File: src/rtl/frame_capture_ctrl.sv
// rtl/frame_capture_ctrl.sv - live/arm/capture/hold sequencer for the camera frame buffer write path
// Optional watchdog: define CAPTURE_TIMEOUT_EN to abort a stalled ARM/CAPTURE back to LIVE.
module frame_capture_ctrl #(
    parameter int FRAME_PIXELS   = 76800,
    parameter int NUM_FILTERS    = 6,
    parameter int SEL_W          = 3,
    parameter int TIMEOUT_CYCLES = 4500000
) (
    input  logic             clk_in,
    input  logic             rst_n_in,
    input  logic             capture_in,
    input  logic             release_in,
    input  logic             left_in,
    input  logic             right_in,
    input  logic             frame_done_in,
    input  logic             pixel_valid_in,
    output logic             wr_en_out,
    output logic             frozen_out,
    output logic [1:0]       state_out,
    output logic [SEL_W-1:0] filter_sel_out,
    output logic [16:0]      pixels_written_out,
    output logic             capture_done_out,
    output logic             timeout_out
);

    typedef enum logic [1:0] {
        LIVE    = 2'd0,
        ARM     = 2'd1,
        CAPTURE = 2'd2,
        HOLD    = 2'd3
    } state_t;

    localparam logic [16:0]      FRAME_MAX = 17'(FRAME_PIXELS);
    localparam logic [SEL_W-1:0] SEL_LAST  = SEL_W'(NUM_FILTERS - 1);

    if ((1 << SEL_W) < NUM_FILTERS || TIMEOUT_CYCLES < 1) begin : g_param_check
        $error("frame_capture_ctrl: invalid parameters");
    end

    state_t           state;
    logic [16:0]      count;
    logic [SEL_W-1:0] filter_sel;
    logic             capture_done;
    logic             timeout_pulse;
    logic             capture_prev, release_prev, left_prev, right_prev;
    logic             capture_ev, release_ev, left_ev, right_ev;
    logic             below_max;
    logic             wd_expire;

    assign capture_ev = capture_in & ~capture_prev;
    assign release_ev = release_in & ~release_prev;
    assign left_ev    = left_in    & ~left_prev;
    assign right_ev   = right_in   & ~right_prev;
    assign below_max  = (count < FRAME_MAX);

`ifdef CAPTURE_TIMEOUT_EN
    localparam int              WD_W    = $clog2(TIMEOUT_CYCLES + 2);
    localparam logic [WD_W-1:0] WD_LAST = WD_W'(TIMEOUT_CYCLES - 1);

    logic [WD_W-1:0] wd_count;
    logic            arm_entry;

    // Counter restarts on every entry to ARM, including re-capture from HOLD.
    assign arm_entry = capture_ev & ((state == LIVE) | ((state == HOLD) & ~release_ev));
    assign wd_expire = ((state == ARM) | (state == CAPTURE)) & (wd_count >= WD_LAST);

    always_ff @(posedge clk_in) begin
        if (!rst_n_in) begin
            wd_count <= '0;
        end else if (arm_entry) begin
            wd_count <= '0;
        end else if (state == ARM || state == CAPTURE) begin
            wd_count <= wd_count + WD_W'(1);
        end
    end
`else
    assign wd_expire = 1'b0;
`endif

    always_comb begin
        wr_en_out = 1'b0;
        case (state)
            LIVE, ARM: wr_en_out = pixel_valid_in;
            CAPTURE:   wr_en_out = pixel_valid_in & below_max;
            default:   wr_en_out = 1'b0;
        endcase
    end

    always_ff @(posedge clk_in) begin
        if (!rst_n_in) begin
            state         <= LIVE;
            filter_sel    <= '0;
            count         <= '0;
            capture_done  <= 1'b0;
            timeout_pulse <= 1'b0;
            capture_prev  <= 1'b1;
            release_prev  <= 1'b1;
            left_prev     <= 1'b1;
            right_prev    <= 1'b1;
        end else begin
            capture_prev  <= capture_in;
            release_prev  <= release_in;
            left_prev     <= left_in;
            right_prev    <= right_in;
            capture_done  <= 1'b0;
            timeout_pulse <= 1'b0;
            case (state)
                LIVE: begin
                    if (capture_ev) state <= ARM;
                end
                ARM: begin
                    if (frame_done_in) begin
                        state <= CAPTURE;
                        count <= '0;
                    end else if (wd_expire) begin
                        state         <= LIVE;
                        timeout_pulse <= 1'b1;
                    end
                end
                CAPTURE: begin
                    // A frame boundary landing on the timeout cycle still completes the capture.
                    if (wd_expire && !frame_done_in) begin
                        state         <= LIVE;
                        timeout_pulse <= 1'b1;
                    end else begin
                        if (pixel_valid_in && below_max) count <= count + 17'd1;
                        if (frame_done_in) begin
                            state        <= HOLD;
                            capture_done <= 1'b1;
                        end
                    end
                end
                HOLD: begin
                    if (right_ev && !left_ev) begin
                        filter_sel <= (filter_sel == SEL_LAST) ? '0 : filter_sel + SEL_W'(1);
                    end else if (left_ev && !right_ev) begin
                        filter_sel <= (filter_sel == '0) ? SEL_LAST : filter_sel - SEL_W'(1);
                    end
                    if (release_ev)      state <= LIVE;
                    else if (capture_ev) state <= ARM;
                end
                default: state <= LIVE;
            endcase
        end
    end

    assign frozen_out         = (state == HOLD);
    assign state_out          = state;
    assign filter_sel_out     = filter_sel;
    assign pixels_written_out = count;
    assign capture_done_out   = capture_done;
    assign timeout_out        = timeout_pulse;

endmodule

File: config.mk
export PLATFORM = sky130hd
export DESIGN_NAME = frame_capture_ctrl
export DESIGN_NICKNAME = d
export VERILOG_FILES = /design/src/rtl/frame_capture_ctrl.sv
export SDC_FILE = /design/constraint.sdc
export NUM_CORES = 1
export LEC_CHECK = 0
export ABC_AREA = 1
export BUFFER_PORTS_ARGS = -buffer_cell sky130_fd_sc_hd__buf_4
export CAP_MARGIN = 0
export CORE_MARGIN = 2
export CORE_UTILIZATION = 56
export CTS_BUF_LIST = sky130_fd_sc_hd__clkbuf_8
export DETAILED_ROUTE_END_ITERATION = 10
export HOLD_SLACK_MARGIN = 0.1
export PLACE_DENSITY_LB_ADDON = 0.25
export SLEW_MARGIN = 15
export SYNTH_ARGS = -nofsm -noshare
export SYNTH_HDL_FRONTEND = slang
export SYNTH_SLANG_ARGS = --single-unit
File: constraint.sdc
create_clock -name clk_in -period 1.9 [get_ports clk_in]
set_input_delay 0.19 -clock clk_in [delete_from_list [all_inputs] [get_ports clk_in]]
set_output_delay 0.19 -clock clk_in [all_outputs]
set_load 0.005 [all_outputs]
==> impl_table.tex <==
\begin{tabular}{lr}
\hline
Metric & Value \\
\hline
\multicolumn{2}{l}{\textbf{Placed design}} \\
HPWL after detailed placement & 2450 um \\
Post-detailed-placement cell area & 1850 um\^{}2 \\
Global placer's final weighted congestion & 0.803 \\
Placed Instances & 298 \\
Number of I/O port buffers & 32 \\
\multicolumn{2}{l}{\textbf{Logic synthesis}} \\
Cell with the most instances after synthesis & nand2\_1 \\
Synth Register Bits & 27 \\
YS warnings & 0 \\
Area share of the largest cell type after synthesis & 0.341 \\
Number of distinct library cell variants in the gate-level netlist after synthesis & 33 \\
Largest area contributor in the netlist & dfxtp\_1 \\
Area of the mapped netlist & 1590 um\^{}2 \\
Top flip-flop cell by instance count after synthesis & dfxtp\_1 \\
Share of flip-flops with an asynchronous set or reset & 0 \\
EDFF count, synth & 0 \\
Sequential cell area fraction in the yosys report & 0.341 \\
Syn Area/Cell & 6.69 um\^{}2 \\
Post-synthesis net count & 248 \\
Area contributors post-synth & dfxtp\_1 (34\%), nand2\_1 (13\%), nor2\_1 (11\%) \\
Top cells by count, synth & nand2\_1 (56), nor2\_1 (47), inv\_1 (36) \\
Count of mapped cells out of synthesis & 237 \\
\multicolumn{2}{l}{\textbf{Clock network}} \\
H-Tree Depth & 1 \\
Clk\_lat worst skew & 0.27 ns \\
Sinks on Clock Net & 27 \\
Cell at the root of the clock tree & clkbuf\_8 \\
Clock transition at path regs & 0.09 ns \\
TritonCTS clock tree & yes \\
Num CTS Buffers & 3 \\
Post-CTS resize count & 0 \\
Clock Path Buffers & 2 \\
\multicolumn{2}{l}{\textbf{GRT}} \\
Overall routing resource usage & 0.210 \\
Number of antenna violations at the first check in global routing & 0 \\
Maximum number of pins on one net before global-route repair & 20 \\
Number of global-route vias before repair & 1,312 \\
Wire length of the first global-routing pass & 5570 um \\
Grt ovf & 0 \\
\multicolumn{2}{l}{\textbf{Die}} \\
Chip Height & 57.2 um \\
Initial core utilization & 0.580 \\
Die extent in x & 57.2 um \\
Die footprint & 3270 um\^{}2 \\
Std-Cell Core Area & 2730 um\^{}2 \\
Io pins & 34 \\
Total number of placement rows & 19 \\
\multicolumn{2}{l}{\textbf{Routing}} \\
Antenna viol nets, final & 0 \\
Number of search-and-repair iterations in the first detailed-routing pass & 4 \\
Drt wl/cell & 10.7 um \\
DRC violation count after routing & 0 \\
Via density & 5.01 \\
1st-iter DRT viols & 46 \\
Overall via count from detail\_route & 1,529 \\
Final routed wirelength across all metal layers & 3280 um \\
\multicolumn{2}{l}{\textbf{Finish}} \\
Combined flip-flop and latch cell area & 541 um\^{}2 \\
Final-stage net count & 286 \\
Layout area overhead & 21.1\% \\
Area taken by multi-input logic gates & 861 um\^{}2 \\
Number of inserted diodes & 0 \\
Share of post-route cells with drive strength above 1 & 0.219 \\
Final non-filler cell total & 305 \\
Total non-filler cell area in the finished layout & 1920 um\^{}2 \\
Fill count & 240 \\
\multicolumn{2}{l}{\textbf{Power and ir drop}} \\
Pwr Total & 1.03 mW \\
Worst ir drop on vdd & 0.540 mV \\
Leak Pwr & 0.886 nW \\
P per Cell Area & 536 nW/um\^{}2 \\
\multicolumn{2}{l}{\textbf{Critical path}} \\
Kind of capture point of the worst setup path & flip-flop \\
Crit path launch & left\_in \\
Endpoint required time on the critical path & 2.07 ns \\
Sort of element at the start of the critical path & input pin \\
Number of cells on the worst reg-to-reg path & 6 \\
Worst flop-to-flop path endpoint & pixels\_written\_out[9] \\
Critical path data arrival time & 1.94 ns \\
Crit Path Category & in2reg \\
Worst setup path endpoint & filter\_sel\_out[2] \\
Startpoint of the lowest-slack register-to-register path & state\_out[0] \\
Flop2flop setup slack & 0.39 ns \\
Largest fanout on the critical path & 6 \\
\multicolumn{2}{l}{\textbf{STA}} \\
Final number of max-transition violations & 0 \\
Setup repair after global routing missed its margin & no \\
Tmin final & 1.78 ns \\
Worst clock skew on the final layout & 0.00802 ns \\
Maximum achievable frequency & 563 MHz \\
Summed negative setup slack over all endpoints & 0 ns \\
Final Setup Violations & 0 \\
Hold Fails Final Rpt & 0 \\
Share of the clock period used by the worst path & 0.936 \\
\multicolumn{2}{l}{\textbf{Run}} \\
Count of max-cap constraint violations & 0 \\
\multicolumn{2}{l}{\textbf{Outcome}} \\
Outcome & finished, final reports clean \\
\multicolumn{2}{l}{\textbf{Min path}} \\
Class of the tightest hold or removal check & in2reg \\
Min-Delay Path Depth & 3 \\
\hline
\end{tabular}
worst max-delay path, cell delays in order:
cell and delay (ns):
dlygate4sd3_1 0.53, buf_4 0.10, inv_1 0.05, or2_2 0.27, ha_1 0.27, nor2_1 0.30
nor2_1 0.07, a21oi_1 0.12, nor2_1 0.05
cell usage in the layout (no fill, tap or decap), drive strengths merged:
| cell type | count |
|---|---|
| a211oi | 1 |
| a21oi | 10 |
| a31oi | 1 |
| buf | 35 |
| clkbuf | 3 |
| clkinv | 2 |
| conb | 1 |
| dfxtp | 27 |
| dlygate4sd3 | 3 |
| ha | 3 |
| inv | 37 |
| nand2 | 59 |
| nand3 | 15 |
| nand3b | 3 |
| nand4 | 7 |
| nor2 | 52 |
| nor3 | 3 |
| o211ai | 2 |
| o21ai | 5 |
| o221ai | 1 |
| or2 | 3 |
| xor2 | 1 |
registers in the layout (all words and copies together) (netlist names):
register,cells
right_prev,1
pixels_written_out,17
left_prev,1
state_out,2
capture_prev,1
release_prev,1
filter_sel_out,3
capture_done_out,1
final cells by class:
cell class	count	share of cell area
Tap cell	31	0.0202
Multi-Input combinational cell	167	0.448
Timing Repair Buffer	38	0.152
Clock inverter	1	0.00260
Sequential cell	27	0.281
Inverter	38	0.0742
Clock buffer	3	0.0215
kinds of logic after synthesis:
family          Yosys count  share of synthesized area
compound gates           20                     0.0781
xor+xnor                  1                    0.00552
fa+ha+maj                 3                     0.0237
buf+inv                  43                      0.117
flops                    27                      0.341
other cells               1                    0.00236
simple gates            142                      0.433
report_power, final:
group / internal (mW) / total, mW / switching (mW)
Sequential: 0.574 / 0.581 / 0.00663
Combinational: 0.0469 / 0.115 / 0.0686
Clock: 0.147 / 0.334 / 0.187
Total: 0.768 / 1.03 / 0.262
metal layers:
metal  track usage  vias up  wire length, um
met5             0        -                0
met4        0.0399        0               13
met3        0.0408        2              164
met2         0.356       37             1570
met1         0.279      676             1530
li1              -      814                -
timing repair:
item,CTS,global route
endpoints found under the hold margin,3,0
hold buffers,3,0
buffers inserted,0,0
metrics by stage:
step	setup slack (ns)	utilization	hold WS (ns)
floorplan	0.520	-	0.259
global placement	0.419	0.675	0.369
detailed placement	0.402	0.675	0.377
CTS	0.155	0.703	0.102
global route	0.0270	0.703	0.115
finish	0.122	0.703	0.0997
worst min-delay path by stage:
stage                     slack [ns]  startpoint      endpoint
final                            0.1    right_in    right_prev
after CTS                       0.10    right_in    right_prev
after global placement          0.37  capture_in  capture_prev
after floorplan                 0.26    rst_n_in  capture_prev
after detailed placement        0.38  release_in  release_prev
after global routing            0.11    right_in    right_prev
(Power assumes the default switching activity.)
